--- config.mk ---
export PLATFORM = sky130hd
export DESIGN_NAME = call_stack_flat
export DESIGN_NICKNAME = d
export VERILOG_FILES = /design/src/rtl/cpu_pkg.sv /design/src/rtl/call_stack_if.sv /design/src/rtl/call_stack_stack_mem.sv /design/src/rtl/call_stack.sv /design/src/flat_wrapper.sv
export SDC_FILE = /design/constraint.sdc
export NUM_CORES = 1
export LEC_CHECK = 0
export BUFFER_PORTS_ARGS = -buffer_cell sky130_fd_sc_hd__buf_2
export CORE_UTILIZATION = 55
export DETAILED_ROUTE_END_ITERATION = 16
export HOLD_SLACK_MARGIN = 0.15
export PLACE_DENSITY = 0.79
export SLEW_MARGIN = 15
export SYNTH_ARGS = -nofsm -noshare
export SYNTH_HDL_FRONTEND = slang
export SYNTH_HIERARCHICAL = 1
export SYNTH_SLANG_ARGS = --single-unit
--- constraint.sdc ---
create_clock -name clk -period 5.5 [get_ports clk]
set_input_delay 1.1 -clock clk [delete_from_list [all_inputs] [get_ports clk]]
set_output_delay 1.1 -clock clk [all_outputs]
set_load 0.01 [all_outputs]
--- src/rtl/cpu_pkg.sv ---
// Shared CPU constants: data word width, stack opcodes and the default call stack depth.
package cpu_pkg;
  localparam int WORD_W      = 16;
  localparam int STACK_DEPTH = 16;

  // The decoder compares instr[14:9] against these to raise push/pop.
  localparam logic [5:0] OP_PSH = 6'b101000;
  localparam logic [5:0] OP_POP = 6'b101001;
endpackage

--- src/rtl/call_stack_if.sv ---
// Decoder/ALU-facing bundle for the call stack: strobes, data in, and top-of-stack/status out.
interface call_stack_if
  import cpu_pkg::*;
#(
  parameter int WIDTH = WORD_W,
  parameter int DEPTH = STACK_DEPTH
);
  localparam int PTR_W = $clog2(DEPTH);

  logic             enable;
  logic             push;
  logic             pop;
  logic             clear;
  logic [WIDTH-1:0] din;
  logic [WIDTH-1:0] stackout;
  logic [PTR_W:0]   count;
  logic             empty;
  logic             full;
  logic             overflow;
  logic             underflow;

  modport master (
    output enable, push, pop, clear, din,
    input  stackout, count, empty, full, overflow, underflow
  );

  modport slave (
    input  enable, push, pop, clear, din,
    output stackout, count, empty, full, overflow, underflow
  );
endinterface

--- src/rtl/call_stack_stack_mem.sv ---
// Stack storage: synchronous-write, asynchronous-read register array with no reset.
module stack_mem #(
  parameter int WIDTH = 16,
  parameter int DEPTH = 16,
  localparam int ADDR_W = $clog2(DEPTH)
) (
  input  logic              clk,
  input  logic              wr_en,
  input  logic [ADDR_W-1:0] wr_addr,
  input  logic [WIDTH-1:0]  wr_data,
  input  logic [ADDR_W-1:0] rd_addr,
  output logic [WIDTH-1:0]  rd_data
);
  logic [WIDTH-1:0] mem [DEPTH];

  always_ff @(posedge clk) begin
    if (wr_en) mem[wr_addr] <= wr_data;
  end

  assign rd_data = mem[rd_addr];
endmodule

--- src/rtl/call_stack.sv ---
// Hardware LIFO between the ALU result bus and the register file; owns the stack pointer,
// push/pop priority and the sticky overflow/underflow debug flags.
module call_stack
  import cpu_pkg::*;
#(
  parameter int WIDTH = WORD_W,
  parameter int DEPTH = STACK_DEPTH
) (
  input  logic         clk,
  input  logic         reset,
  call_stack_if.slave  bus
);
  localparam int PTR_W = $clog2(DEPTH);
  localparam logic [PTR_W:0] FULL_CNT = (PTR_W+1)'(DEPTH);
  localparam logic [PTR_W:0] ONE      = (PTR_W+1)'(1);

  logic [PTR_W:0]   sp;
  logic [PTR_W:0]   sp_dec;
  logic             is_empty;
  logic             is_full;
  logic             do_push;
  logic             do_pop;
  logic             wr_en;
  logic [PTR_W-1:0] wr_addr;
  logic [WIDTH-1:0] rd_data;
  logic             overflow_q;
  logic             underflow_q;

  assign sp_dec   = sp - ONE;
  assign is_empty = (sp == '0);
  assign is_full  = (sp == FULL_CNT);

  // enable is active low; reset and clear both swallow any strobe in their cycle.
  assign do_push = !reset && !bus.clear && !bus.enable && bus.push;
  assign do_pop  = !reset && !bus.clear && !bus.enable && bus.pop;

  // Push+pop on a non-empty stack rewrites the top in place; otherwise writes land at sp.
  assign wr_en   = do_push && (do_pop || !is_full);
  assign wr_addr = (do_pop && !is_empty) ? sp_dec[PTR_W-1:0] : sp[PTR_W-1:0];

  stack_mem #(.WIDTH(WIDTH), .DEPTH(DEPTH)) u_mem (
    .clk     (clk),
    .wr_en   (wr_en),
    .wr_addr (wr_addr),
    .wr_data (bus.din),
    .rd_addr (sp_dec[PTR_W-1:0]),
    .rd_data (rd_data)
  );

  always_ff @(posedge clk) begin
    if (reset || bus.clear) begin
      sp          <= '0;
      overflow_q  <= 1'b0;
      underflow_q <= 1'b0;
    end else if (do_push && do_pop) begin
      if (is_empty) begin
        sp          <= ONE;
        underflow_q <= 1'b1;
      end
    end else if (do_push) begin
      if (is_full) overflow_q <= 1'b1;
      else         sp         <= sp + ONE;
    end else if (do_pop) begin
      if (is_empty) underflow_q <= 1'b1;
      else          sp          <= sp_dec;
    end
  end

  // Stale entries below an empty stack are never exposed.
  assign bus.stackout  = is_empty ? '0 : rd_data;
  assign bus.count     = sp;
  assign bus.empty     = is_empty;
  assign bus.full      = is_full;
  assign bus.overflow  = overflow_q;
  assign bus.underflow = underflow_q;
endmodule

--- src/flat_wrapper.sv ---
// flat-port wrapper written by rule: the top's interface ports become plain ports
module call_stack_flat import cpu_pkg::*;
#(
  parameter int WIDTH = WORD_W,
  parameter int DEPTH = STACK_DEPTH
)
  (clk, reset, bus_enable, bus_push, bus_pop, bus_clear, bus_din, bus_stackout, bus_count, bus_empty, bus_full, bus_overflow, bus_underflow);
  call_stack_if #(.WIDTH(WIDTH), .DEPTH(DEPTH)) bus_i ();
  input  logic clk;
  input  logic reset;
  input wire logic [$bits(bus_i.enable)-1:0] bus_enable;
  input wire logic [$bits(bus_i.push)-1:0] bus_push;
  input wire logic [$bits(bus_i.pop)-1:0] bus_pop;
  input wire logic [$bits(bus_i.clear)-1:0] bus_clear;
  input wire logic [$bits(bus_i.din)-1:0] bus_din;
  output wire logic [$bits(bus_i.stackout)-1:0] bus_stackout;
  output wire logic [$bits(bus_i.count)-1:0] bus_count;
  output wire logic [$bits(bus_i.empty)-1:0] bus_empty;
  output wire logic [$bits(bus_i.full)-1:0] bus_full;
  output wire logic [$bits(bus_i.overflow)-1:0] bus_overflow;
  output wire logic [$bits(bus_i.underflow)-1:0] bus_underflow;
  assign bus_i.enable = bus_enable;
  assign bus_i.push = bus_push;
  assign bus_i.pop = bus_pop;
  assign bus_i.clear = bus_clear;
  assign bus_i.din = bus_din;
  assign bus_stackout = bus_i.stackout;
  assign bus_count = bus_i.count;
  assign bus_empty = bus_i.empty;
  assign bus_full = bus_i.full;
  assign bus_overflow = bus_i.overflow;
  assign bus_underflow = bus_i.underflow;
  call_stack #(.WIDTH(WIDTH), .DEPTH(DEPTH)) u_core (.clk(clk), .reset(reset), .bus(bus_i));
endmodule
==> impl_results.md <==
* Power share of the clock group at 38.8%
* # setup viols final at 0
* Initial antenna violation count at 0
* Buf/Inv on CP at 4
* Most Used Layer, Global Route: met2
* Worst path max stage delay at 0.47 ns
* Crit path max-delay family: buffers and inverters
* Commonest cells after routing, fill and taps aside: edfxtp_1 (256), mux4_2 (54), buf_2 (46)
* Net Sw Frac at 21.4%
* Clk_lat worst skew at 0.52 ns
* Commonest non-fill, non-tap cell in the layout: edfxtp_1
* Syn Inst Count at 513
* P&R area growth vs syn at 12.4%
* Reg2reg setup slack at 1.50 ns
* Setup TNS at 0 ns
* Max-slew headroom at 26.8%
* Total GRT Usage at 22.3%
* Number of global-route vias before repair at 5423
* TritonCTS clock tree: done
* TritonRoute pass-1 iters at 5
* Switching power at 0.000873 W
* Routed len/inst at 25.2 µm
* Drt first-iter violations at 512
* Worst EP required at 4.40 ns
* Max-cap violations at 0
* Register bit total from synthesis at 263
* Met1 Usage GRT at 29.4%
* Row count at 50
* End of the worst hold path: u_core/bus.overflow
* Synthesis warning total at 6
* Hold Path Cell Cnt at 2
* Min-delay src: u_core/bus.overflow
* IO Port Bufs at 46
* Final Hold Fails at 0
* Static leakage at 3.92 nW
* Clk slew on worst S/H paths at 0.06 ns
* Worst setup path start: u_core/bus.count[0]
* Async SR Flop Fraction at 0%
* Dpl cells at 779
* Gate power share at 7.1%
* Cts repair resizes at 0
* First-pass GRT wire length at 32000 µm
* Hpwl dp at 12500 µm
* Utilization after layout at 62.8%
* Sequential element share of the synthesized area at 74.8%
* Num CTS Buffers at 26
* Clk buf depth at 3
* P_int at 0.00321 W
* DIE AREA at 0.0196 mm²
* Antenna fix cells at 0
* Die Y at 140 µm
* GP Congestion at 0.837
* Post-CTS Setup Inserts at 0
* Clk_skew at 0.0102 ns
* Worst-path maximum fanout at 31
* Clk sinks at 263
* Worst r2r path cells at 8
* Reg power frac at 54.1%
* Largest net degree at the start of global routing at 38
* CP Class: flop to primary output
* EDFF count, synth at 256
* Post-layout minimum cycle time at 4.75 ns
* CP max stage cell: inv_4
* Clock root buffer: clkbuf_16
* Slew @ Worst Pin at 1.10 ns
* Routed via count at 5260
* Net Count, Synth at 538
* Initial Util at 55.9%
* RSZ-0062 raised after global routing: no
* Slew Viols, Final at 0
* Synthesized area at 0.0105 mm²
* CORE AREA at 0.0187 mm²
* Final global-route overflow total at 0
* Average cell area after synthesis at 20.4 µm²
* Routed Antenna Nets at 0
* Non-filler instance count after layout at 824
* Met3 Use GR at 3.52%
* Vias per inst at 6.38
* Worst Hold Class: flop to flop
* Hold_buf cts at 0
* Residual DRC at 0
* F_max at 0.210 GHz
* R2r endpoint: u_core/u_mem/mem[15][13]
* Critical path startpoint category: flop
* Status: finished, final reports clean
* Share of post-route cells with drive strength above 1 at 29.3%
* Peak supply drop at 0.398 mV
* Worst R2R Start: u_core/bus.count[0]
* I/O Pins at 47
* CTS H-tree depth at 1
* CP Capture Type: primary output
* Post-layout net count at 598
* Synth unique cells at 48
* Critical path, cell by cell: inv_4 -> ha_1 -> inv_2 -> buf_4 -> mux4_2 -> a22oi_1 -> nand2_1 -> nor2b_1 -> buf_2
* Total Wirelength at 20800 µm
* WP data arrival at 3.65 ns
* DIE WIDTH at 140 µm
* P per Cell Area at 347 mW/mm²
* Met2 Usage GRT at 38.1%
* Synth Flop Type: edfxtp_1
* Tcrit/Tclk final at 86.4%
stage by stage:
step           power (W)  area, µm²  worst slack, ns  hold slack [ns]
2_1_floorplan    0.00243      10500             1.32            0.470
6_report         0.00408      11800            0.746            0.451
3_5_place_dp     0.00254      11000             1.24            0.447
3_3_place_gp     0.00253      11000             1.32            0.436
5_1_grt          0.00421      11800            0.510            0.485
4_1_cts          0.00411      11800            0.685            0.456
worst max path at each step:
stage / slack, ns / endpoint / depth (start not counted)
floorplan: 1.32 / u_core/u_mem/mem[0][0] / 6
global placement: 1.32 / bus_stackout[5] / 9
detailed placement: 1.24 / u_core/u_mem/mem[7][11] / 7
CTS: 0.69 / bus_stackout[5] / 9
global route: 0.51 / bus_stackout[5] / 9
finish: 0.75 / bus_stackout[5] / 9
sequential cells by signal, summed over array words and instances (netlist names):
name	count
u_core/bus.overflow	1
u_core/u_mem/mem	256
u_core/bus.underflow	1
u_core/bus.count	5
per-layer routing:
metal,vias to the layer above,part of all wire (%)
li1,2241,-
met1,2721,39
met2,245,51
met3,53,7.0
met4,0,3.2
met5,-,0
tightest hold or removal path: cells and delay by family, from the launching register on:
family / cells / cell delay, ns
compound gates: 1 / 0.05
buf+inv: 1 / 0.05
flops: 1 / 0.31
cell type report:
class,count,area (µm²)
clock buffers,32,694
clock inverters,13,68.8
fillers,1232,6950
inverters,10,40.0
multi-input cells,214,2510
flip-flops and latches,263,7830
well taps,234,293
repair buffers,58,320
cells in the mapped netlist, types with 3 or more instances:
cell type | count | area [µm²]
buf_1 | 3 | 11.3
nand2_1 | 22 | 82.6
a22oi_1 | 32 | 240
nand2b_1 | 3 | 18.8
mux4_2 | 54 | 1220
nor2_1 | 19 | 71.3
nor3_1 | 5 | 25.0
nand3_1 | 4 | 20.0
buf_2 | 5 | 25.0
clkbuf_1 | 11 | 41.3
nor2b_1 | 18 | 113
inv_1 | 10 | 37.5
a21oi_1 | 4 | 20.0
buf_4 | 3 | 22.5
mux4_1 | 10 | 263
edfxtp_1 | 256 | 7690
o21ai_0 | 3 | 15.0
dfxtp_1 | 7 | 140
buf_6 | 4 | 45.0
o221ai_1 | 3 | 26.3
ha_1 | 3 | 37.5
xnor2_1 | 3 | 26.3
kinds of logic (layout without fill, tap and decap cells):
| family | count (synthesis) | count (layout) | share of synthesized area (%) |
|---|---|---|---|
| AOI/OAI and AO/OA | 50 | 50 | 3.49 |
| xor gates and xnor gates | 5 | 5 | 0.419 |
| buffers and inverters | 36 | 113 | 1.75 |
| adders and majority gates | 3 | 3 | 0.359 |
| and+or+nand+nor | 89 | 89 | 4.74 |
| muxes | 67 | 67 | 14.4 |
| DFF | 263 | 263 | 74.8 |
power groups by stage:
stage | logic (W) | registers (W) | clock network [W]
after floorplan | 0.000177 | 0.00225 | 0
after global placement | 0.000280 | 0.00225 | 0
after detailed placement | 0.000286 | 0.00225 | 0
after CTS | 0.000289 | 0.00221 | 0.00161
after global routing | 0.000310 | 0.00221 | 0.00169
final | 0.000289 | 0.00221 | 0.00158
Power figures use the tool's default switching activity.
